--- src/rtl/sdp_ram_fifo_pkg.sv ---
// Shared constants, width helpers and output-stage state type for the SDP RAM FIFO controller.
package sdp_ram_fifo_pkg;

    localparam int DATA_WIDTH_DEF = 8;
    localparam int ADDR_WIDTH_DEF = 4;

    // ram_used needs one extra bit so that a full RAM can be told apart from an empty one
    function automatic int used_width(input int addr_width);
        return addr_width + 1;
    endfunction

    function automatic int count_width(input int addr_width);
        return addr_width + 2;
    endfunction

    typedef enum logic [1:0] {
        OUT_EMPTY         = 2'b00,
        OUT_PENDING       = 2'b01,
        OUT_VALID         = 2'b10,
        OUT_VALID_PENDING = 2'b11
    } out_state_e;

endpackage

--- src/rtl/sdp_ram_fifo_out_stage.sv ---
// Output register stage: hides the RAM read latency and grants read-issue permission.
module sdp_ram_fifo_out_stage
    import sdp_ram_fifo_pkg::*;
#(
    parameter int DATA_WIDTH = DATA_WIDTH_DEF
) (
    input  logic                  clk,
    input  logic                  rst_n,
    input  logic                  rd_issue,
    input  logic [DATA_WIDTH-1:0] rd_data,
    input  logic                  m_ready,
    output logic                  issue_ok,
    output logic                  m_valid_nxt,
    output logic                  m_valid,
    output logic [DATA_WIDTH-1:0] m_data
);

    logic                  rd_pending_r;
    logic                  m_valid_r;
    logic [DATA_WIDTH-1:0] m_data_r;
    logic                  m_valid_nxt_s;
    logic [DATA_WIDTH-1:0] m_data_nxt_s;
    out_state_e            state_s;

    // Stage state decoded from the two occupancy flags
    always_comb begin
        state_s = out_state_e'({m_valid_r, rd_pending_r});
    end

    // Landing reads and pops; a read may only be issued if the register is free at landing
    always_comb begin
        m_valid_nxt_s = m_valid_r;
        m_data_nxt_s  = m_data_r;
        issue_ok      = 1'b0;
        case (state_s)
            OUT_EMPTY: begin
                issue_ok = 1'b1;
            end
            OUT_PENDING, OUT_VALID_PENDING: begin
                m_valid_nxt_s = 1'b1;
                m_data_nxt_s  = rd_data;
            end
            OUT_VALID: begin
                issue_ok      = m_ready;
                m_valid_nxt_s = ~m_ready;
            end
            default: begin
                m_valid_nxt_s = 1'b0;
                m_data_nxt_s  = m_data_r;
                issue_ok      = 1'b0;
            end
        endcase
    end

    // Stage registers
    always_ff @(posedge clk or negedge rst_n) begin
        if (!rst_n) begin
            rd_pending_r <= 1'b0;
            m_valid_r    <= 1'b0;
            m_data_r     <= {DATA_WIDTH{1'b0}};
        end else begin
            rd_pending_r <= rd_issue;
            m_valid_r    <= m_valid_nxt_s;
            m_data_r     <= m_data_nxt_s;
        end
    end

    assign m_valid_nxt = m_valid_nxt_s;
    assign m_valid     = m_valid_r;
    assign m_data      = m_data_r;

endmodule

--- src/rtl/sdp_ram_fifo_ctrl.sv ---
// Valid/ready FIFO controller driving a simple dual-port RAM (port A write, port B read).
// Optional almost_full/almost_empty flags are built when SDP_RAM_FIFO_ALMOST_FLAGS_EN is defined.
module sdp_ram_fifo_ctrl
    import sdp_ram_fifo_pkg::*;
#(
    parameter int DATA_WIDTH = DATA_WIDTH_DEF,
    parameter int ADDR_WIDTH = ADDR_WIDTH_DEF
`ifdef SDP_RAM_FIFO_ALMOST_FLAGS_EN
    ,
    parameter int AF_THRESH = (2**ADDR_WIDTH) - 2,
    parameter int AE_THRESH = 1
`endif
) (
    input  logic                    clk,
    input  logic                    rst_n,
    input  logic                    s_valid,
    output logic                    s_ready,
    input  logic [DATA_WIDTH-1:0]   s_data,
    output logic                    m_valid,
    input  logic                    m_ready,
    output logic [DATA_WIDTH-1:0]   m_data,
    output logic [ADDR_WIDTH+1:0]   count,
    output logic                    full,
    output logic                    empty,
`ifdef SDP_RAM_FIFO_ALMOST_FLAGS_EN
    output logic                    almost_full,
    output logic                    almost_empty,
`endif
    output logic                    ram_wr_en_a,
    output logic                    ram_rd_en_a,
    output logic [ADDR_WIDTH-1:0]   ram_addr_a,
    output logic [DATA_WIDTH-1:0]   ram_wdata_a,
    output logic                    ram_wr_en_b,
    output logic                    ram_rd_en_b,
    output logic [ADDR_WIDTH-1:0]   ram_addr_b,
    output logic [DATA_WIDTH-1:0]   ram_wdata_b,
    input  logic [DATA_WIDTH-1:0]   ram_rdata_b
);

    localparam int UW    = used_width(ADDR_WIDTH);
    localparam int CW    = count_width(ADDR_WIDTH);
    localparam int DEPTH = 2**ADDR_WIDTH;
    localparam logic [UW-1:0] DEPTH_U = UW'(DEPTH);

    logic [ADDR_WIDTH-1:0] wr_ptr_r;
    logic [ADDR_WIDTH-1:0] rd_ptr_r;
    logic [UW-1:0]         ram_used_r;
    logic [UW-1:0]         ram_used_nxt_s;
    logic [CW-1:0]         count_r;
    logic [CW-1:0]         count_nxt_s;
    logic                  full_r;
    logic                  empty_r;
    logic                  push_s;
    logic                  rd_issue_s;
    logic                  issue_ok_s;
    logic                  m_valid_nxt_s;

    assign s_ready    = rst_n & ~full_r;
    assign push_s     = s_valid & s_ready;
    // Issue decision looks only at registered occupancy, never at this cycle's push
    assign rd_issue_s = (ram_used_r != {UW{1'b0}}) & issue_ok_s;

    sdp_ram_fifo_out_stage #(
        .DATA_WIDTH (DATA_WIDTH)
    ) u_out_stage (
        .clk         (clk),
        .rst_n       (rst_n),
        .rd_issue    (rd_issue_s),
        .rd_data     (ram_rdata_b),
        .m_ready     (m_ready),
        .issue_ok    (issue_ok_s),
        .m_valid_nxt (m_valid_nxt_s),
        .m_valid     (m_valid),
        .m_data      (m_data)
    );

    // Next RAM occupancy and total words held after this edge
    always_comb begin
        ram_used_nxt_s = ram_used_r;
        case ({push_s, rd_issue_s})
            2'b10:   ram_used_nxt_s = ram_used_r + UW'(1);
            2'b01:   ram_used_nxt_s = ram_used_r - UW'(1);
            default: ram_used_nxt_s = ram_used_r;
        endcase
        count_nxt_s = CW'(ram_used_nxt_s) + CW'(rd_issue_s) + CW'(m_valid_nxt_s);
    end

    // Pointers, occupancy and status flags
    always_ff @(posedge clk or negedge rst_n) begin
        if (!rst_n) begin
            wr_ptr_r   <= {ADDR_WIDTH{1'b0}};
            rd_ptr_r   <= {ADDR_WIDTH{1'b0}};
            ram_used_r <= {UW{1'b0}};
            count_r    <= {CW{1'b0}};
            full_r     <= 1'b0;
            empty_r    <= 1'b1;
        end else begin
            if (push_s) begin
                wr_ptr_r <= wr_ptr_r + ADDR_WIDTH'(1);
            end else begin
                wr_ptr_r <= wr_ptr_r;
            end
            if (rd_issue_s) begin
                rd_ptr_r <= rd_ptr_r + ADDR_WIDTH'(1);
            end else begin
                rd_ptr_r <= rd_ptr_r;
            end
            ram_used_r <= ram_used_nxt_s;
            count_r    <= count_nxt_s;
            full_r     <= (ram_used_nxt_s == DEPTH_U);
            empty_r    <= (count_nxt_s == {CW{1'b0}});
        end
    end

`ifdef SDP_RAM_FIFO_ALMOST_FLAGS_EN
    logic almost_full_r;
    logic almost_empty_r;

    // Threshold flags, registered from the same next-state values as full/empty
    always_ff @(posedge clk or negedge rst_n) begin
        if (!rst_n) begin
            almost_full_r  <= 1'b0;
            almost_empty_r <= 1'b1;
        end else begin
            almost_full_r  <= (int'(ram_used_nxt_s) >= AF_THRESH);
            almost_empty_r <= (int'(count_nxt_s) <= AE_THRESH);
        end
    end

    assign almost_full  = almost_full_r;
    assign almost_empty = almost_empty_r;
`endif

    assign count       = count_r;
    assign full        = full_r;
    assign empty       = empty_r;
    assign ram_wr_en_a = push_s;
    assign ram_rd_en_a = 1'b0;
    assign ram_addr_a  = wr_ptr_r;
    assign ram_wdata_a = s_data;
    assign ram_wr_en_b = 1'b0;
    assign ram_rd_en_b = rd_issue_s;
    assign ram_addr_b  = rd_ptr_r;
    assign ram_wdata_b = {DATA_WIDTH{1'b0}};

endmodule

--- config.mk ---
export PLATFORM = sky130hd
export DESIGN_NAME = sdp_ram_fifo_ctrl
export DESIGN_NICKNAME = d
export VERILOG_FILES = /design/src/rtl/sdp_ram_fifo_pkg.sv /design/src/rtl/sdp_ram_fifo_out_stage.sv /design/src/rtl/sdp_ram_fifo_ctrl.sv
export SDC_FILE = /design/constraint.sdc
export NUM_CORES = 1
export LEC_CHECK = 0
export BUFFER_PORTS_ARGS = -buffer_cell sky130_fd_sc_hd__buf_2
export CAP_MARGIN = 15
export CORE_ASPECT_RATIO = 1.1
export CORE_UTILIZATION = 25
export DETAILED_ROUTE_END_ITERATION = 12
export GPL_TIMING_DRIVEN = 1
export PLACE_DENSITY = 0.45
export SYNTH_ARGS = -nofsm -noshare
export SYNTH_HDL_FRONTEND = slang
export SYNTH_SLANG_ARGS = --single-unit
--- constraint.sdc ---
create_clock -name clk -period 4.2 [get_ports clk]
set_input_delay 0.42 -clock clk [delete_from_list [all_inputs] [get_ports clk]]
set_output_delay 0.42 -clock clk [all_outputs]
set_load 0.1 [all_outputs]
# Word level (Yosys, flattened, before mapping)
# Cells that the tools add are included.
# totals
rom_bits	0
memories	0
ram_bits	0
reg_bits	31
input_bits	20
latchBits	0
out_inout_bits	46
# classes
n_shift	0
div	0
eq_ne	6
n_bitwise	5
multipliers	0
reduce_logical	4
add_sub_neg	6
order_cmp	0
n_mux	3
# ops
op	count
$pmux 5 s2	1
$add 4x1->4 const B	2
$add 5x1->6	1
$add 6x1->6	1
$eq 2x2->1 const B	3
$logic_not 6->1	1
$add 5x1->5 const B	1
$eq 5x5->1 const B	1
$reduce_bool 5->1	1
$sub 5x1->5 const B	1
$eq 2x1->1 const B	2
$pmux 1 s2	2
$and 1x1->1	3
$logic_not 2->1	1
$not 1->1	2
$reduce_or 2->1	1

# Logic depth before layout (Yosys ltp)
# logic_depth
depth_word	8
mapped_depth	11
mapped_depth_nobuf	10

# Modules after synthesis
# Synthesis repeated with hierarchy kept, for this count alone.
# hier_totals
cells_unflattened	145
area_unflattened_um2	1667.8
# by_module_without_submodules
mod	n_inst	area_per_inst_um2	cells_each
sdp_ram_fifo_ctrl	1	1268.7	123
sdp_ram_fifo_out_stage	1	399.1	22

# Worst setup path before layout
# OpenSTA, ideal clock, no wires.
# synth_timing
path_kind	register to register
start	register u_out_stage.m_valid_r (netlist: u_out_stage.m_valid)
end	register empty_r (netlist: empty)
slack_ps	-487
setup_ps	88
synth_period_minus_slack_ps	4687
path_buffers	1
arrival_time_ps	4599
stages_incl_launch_ff	11
path_cell_list	dfrtp_1 -> a221oi_2 -> ha_1 -> buf_6 -> xor2_1 -> fa_1 -> inv_1 -> ha_1 -> o21ai_1 -> mux2_4 -> nor4_4
# synth_between
elab_chain_cells	8
# synth_rtl
element	line_no	rtl
from (decl)	sdp_ram_fifo_out_stage.sv:19	logic m_valid_r;
from (signal assigned)	sdp_ram_fifo_out_stage.sv:63	m_valid_r <= m_valid_nxt_s;
$eq 2x2->1 / $logic_not 2->1 (equally long branches)	sdp_ram_fifo_out_stage.sv:35	case (state_s)
$pmux 1 s2 *	sdp_ram_fifo_out_stage.sv:35	
$and 1x1->1 *	sdp_ram_fifo_ctrl.sv:61	assign rd_issue_s = (ram_used_r != {UW{1'b0}}) & issue_ok_s;
net ram_rd_en_b	sdp_ram_fifo_ctrl.sv:34	output logic ram_rd_en_b,
$eq 2x1->1 / $eq 2x2->1 (equally long branches)	sdp_ram_fifo_ctrl.sv:80	case ({push_s, rd_issue_s})
$pmux 5 s2	sdp_ram_fifo_ctrl.sv:80	
$add 5x1->6 *	sdp_ram_fifo_ctrl.sv:85	count_nxt_s = CW'(ram_used_nxt_s) + CW'(rd_issue_s) + CW'(m_valid_nxt_s);
$add 6x1->6 *	sdp_ram_fifo_ctrl.sv:85	
$logic_not 6->1 *	sdp_ram_fifo_ctrl.sv:111	empty_r <= (count_nxt_s == {CW{1'b0}});
to (signal assigned)	sdp_ram_fifo_ctrl.sv:111	
to (decl)	sdp_ram_fifo_ctrl.sv:52	logic empty_r;
# Mark *: on every way through the listed nets, which the timed path passes. The rest lies on a longest branch.
# A chain may end at the register's enable or synchronous reset.

# Final worst setup path
# layout_timing
start	register ram_used_r[1]
end	register empty_r (netlist: empty)
# layout_between
elab_chain_cells	7
# layout_rtl
element	line_no	rtl
from (decl)	sdp_ram_fifo_ctrl.sv:47	logic [UW-1:0] ram_used_r;
from (signal assigned)	sdp_ram_fifo_ctrl.sv:93	ram_used_r <= {UW{1'b0}};
from (signal assigned)	sdp_ram_fifo_ctrl.sv:108	ram_used_r <= ram_used_nxt_s;
parallel branches: the longest is 4 deep, another holds $sub 5x1->5	--	
$add 5x1->6 *	sdp_ram_fifo_ctrl.sv:85	
$add 6x1->6 *	sdp_ram_fifo_ctrl.sv:85	
$logic_not 6->1 *	sdp_ram_fifo_ctrl.sv:111	
# Every way passes the cells marked *.

==> results.toml <==
[clock_tree]
cts_num_sinks = 31
cts_buffer_depth = 2
postCtsResizedCells = 0
htreeDepth = 2
cts_tree = "yes"
post_cts.repair.setup_buffers = 0
clk_pin_slew_ns = 0.07
clk_latency_ns = 0.28
cts_hold_buf = 0
numCtsBuffers = 5
cts-root-buf = "clkbuf_8"

[placed_design]
dp_cells = 247
gp_congestion = 0.699
io_buffers = 39
dp_hpwl_microns = 2280

[die]
die_h_microns = 87.6
die_x_microns = 79.8
io_pins = 66
fp.coreArea_sq_um = 6310
num_rows = 30
dieArea_sq_um = 6990
initial_core_util_pct = 26.4

[synthesis]
synth_area_sq_um = 1670
ys.flop_type = "dfrtp_1"
yosysSeqAreaShare_pct = 46.7
synthDistinctLibCells = 40
syn_area_per_cell_sq_um = 12.2
async_flop_share_pct = 100
ys_ff_latch = 31
ys_warn_count = 0
synth-edff-count = 0
syn_inst = 137

[critical_path]
cp_slowest_cell = "nor4_1"
r2r_setup_slack_ns = 1.05
path_buf_inv = 2
path_delay_family = "adder cells"
critPathCaptureType = "register"
critPathMaxFanout = 14
path_cells = "nor4_1 -> a221oi_4 -> ha_1 -> buf_4 -> xor2_1 -> fa_1 -> inv_1 -> ha_1 -> o21ai_1 -> mux2_4 -> nor4_4"
worstPathArrival_ns = 3.35
cp_common_cell = "ha_1"
crit_required_ns = 4.40
critPathMaxStageDelay_ns = 0.47
cp-start-kind = "register"
path_class = "reg -> reg"

[routing]
firstDrtPassIters = 4
totalWireLength_microns = 3020
vias_per_cell = 4.27
drtIter0Drc = 30
wl_per_cell_microns = 11.9
vias = 1089
drc = 0
antenna_left = 0

[grt]
first_global_vias = 1053
grt_busiest_layer = "met2"
grtUsageMet2_pct = 15.4
use_met3_pct = 2.81
grt_usage_pct = 10.0
antenna_found_initial = 0
grt-ovfl-total = 0
grt_max_degree = 32
grt_pass1_wl_microns = 5160
grt_use_met1_pct = 12.3

[cells_and_area]
utilization_pct = 31.6
design.final.nets = 203
antenna_cells = 0
post_route_cells_drive_above_1_share_pct = 41.1
area_growth_pct = 19.5
instances_no_fill = 255

[timing]
timing.final.hold_violations = 0
finClkSkew_ns = 0.00837
finalSetupTns_ns = 0
min_period_ns = 3.15
drv_slew = 0
setup_viol = 0
fmaxAchievable_ghz = 0.317
timing.hold.ws_ns = 0.165
grt_setup_unrepaired = "no"
fin_crit_sh_pct = 75.1

[job]
maxCapViolCount = 0

[hold_path]
min_path_type = "in -> async"

[outcome]
outcome = "completed"
-- placed cells by master (no fill, tap or decap), types with 2 or more instances in the layout --
cell and count:
a21oi_1 4, buf_2 39, buf_4 2, clkbuf_8 6
conb_1 10, dfrtp_1 30, fa_1 2, ha_1 7
inv_1 11, mux2_1 2, mux2_2 8, mux2i_2 2
nand2_1 6, nand3_1 3, nand4_1 2, nor3b_1 6
xnor2_1 8, xor2_1 3
-- kinds of logic after synthesis --
group           Yosys count  share of synthesized area, %
compound gates           11                          5.86
xor+xnor                 11                          5.79
fa+ha+maj                 9                          7.66
buf+inv                  32                          11.7
flops                    31                          46.7
mux                      14                          9.92
other cells               1                         0.225
simple gates             28                          12.2
-- sequential cells by signal (all words and copies together) (netlist names) --
name,flops
ram_addr_b,4
ram_used_r,5
u_out_stage.rd_pending_r,1
u_out_stage.m_data,8
full,1
count,6
u_out_stage.m_valid,1
ram_addr_a,4
empty,1
-- stage by stage --
step	setup WS, ns	instance area (sq um)
2_1_floorplan	0.122	1710
3_3_place_gp	1.05	1870
3_5_place_dp	1.04	1870
4_1_cts	1.02	1990
5_1_grt	0.809	1990
6_report	1.05	1990
-- metal layers --
metal / vias to the layer above / wire, microns
li1: 510 / -
met1: 528 / 1320
met2: 45 / 1390
met3: 6 / 217
met4: 0 / 91
met5: - / 0
-- path summary, 6_finish.rpt --
kind,start,end,cells after the start
worst max-delay path,ram_used_r[1],empty,11
max in group asynchronous,rst_n,empty,2
min in group clk,ram_rdata_b[6],u_out_stage.m_data[6],2
worst min-delay path,rst_n,ram_addr_a[3],2
worst min register to register,ram_addr_a[3],ram_addr_a[3],1
worst max register to register,ram_used_r[1],empty,11
-- cell usage after synthesis, drive strengths merged, types with 2 or more instances --
cell type	n	area, sq um
fa	2	40.0
ha	7	87.6
nand4	2	12.5
mux2	11	128
a211oi	2	20.0
nand3	3	15.0
dfrtp	30	751
nor4	2	27.5
nor4b	2	23.8
buf	19	146
xnor2	8	70.1
mux2i	3	37.5
nand2	7	28.8
xor2	3	26.3
a21oi	4	20.0
nor3b	7	57.6
inv	12	45.0
-- final cells by class --
cell class	count	area, sq um
Tap cell	80	100
Sequential cell	31	777
Fill cell	652	4320
Multi-Input combinational cell	83	741
Inverter	12	45.0
Clock inverter	2	35.0
Clock buffer	6	82.6
Timing Repair Buffer	41	210
Power is not shown: default switching activity piles up to over one toggle a cycle in this logic, so the estimate is an artifact.
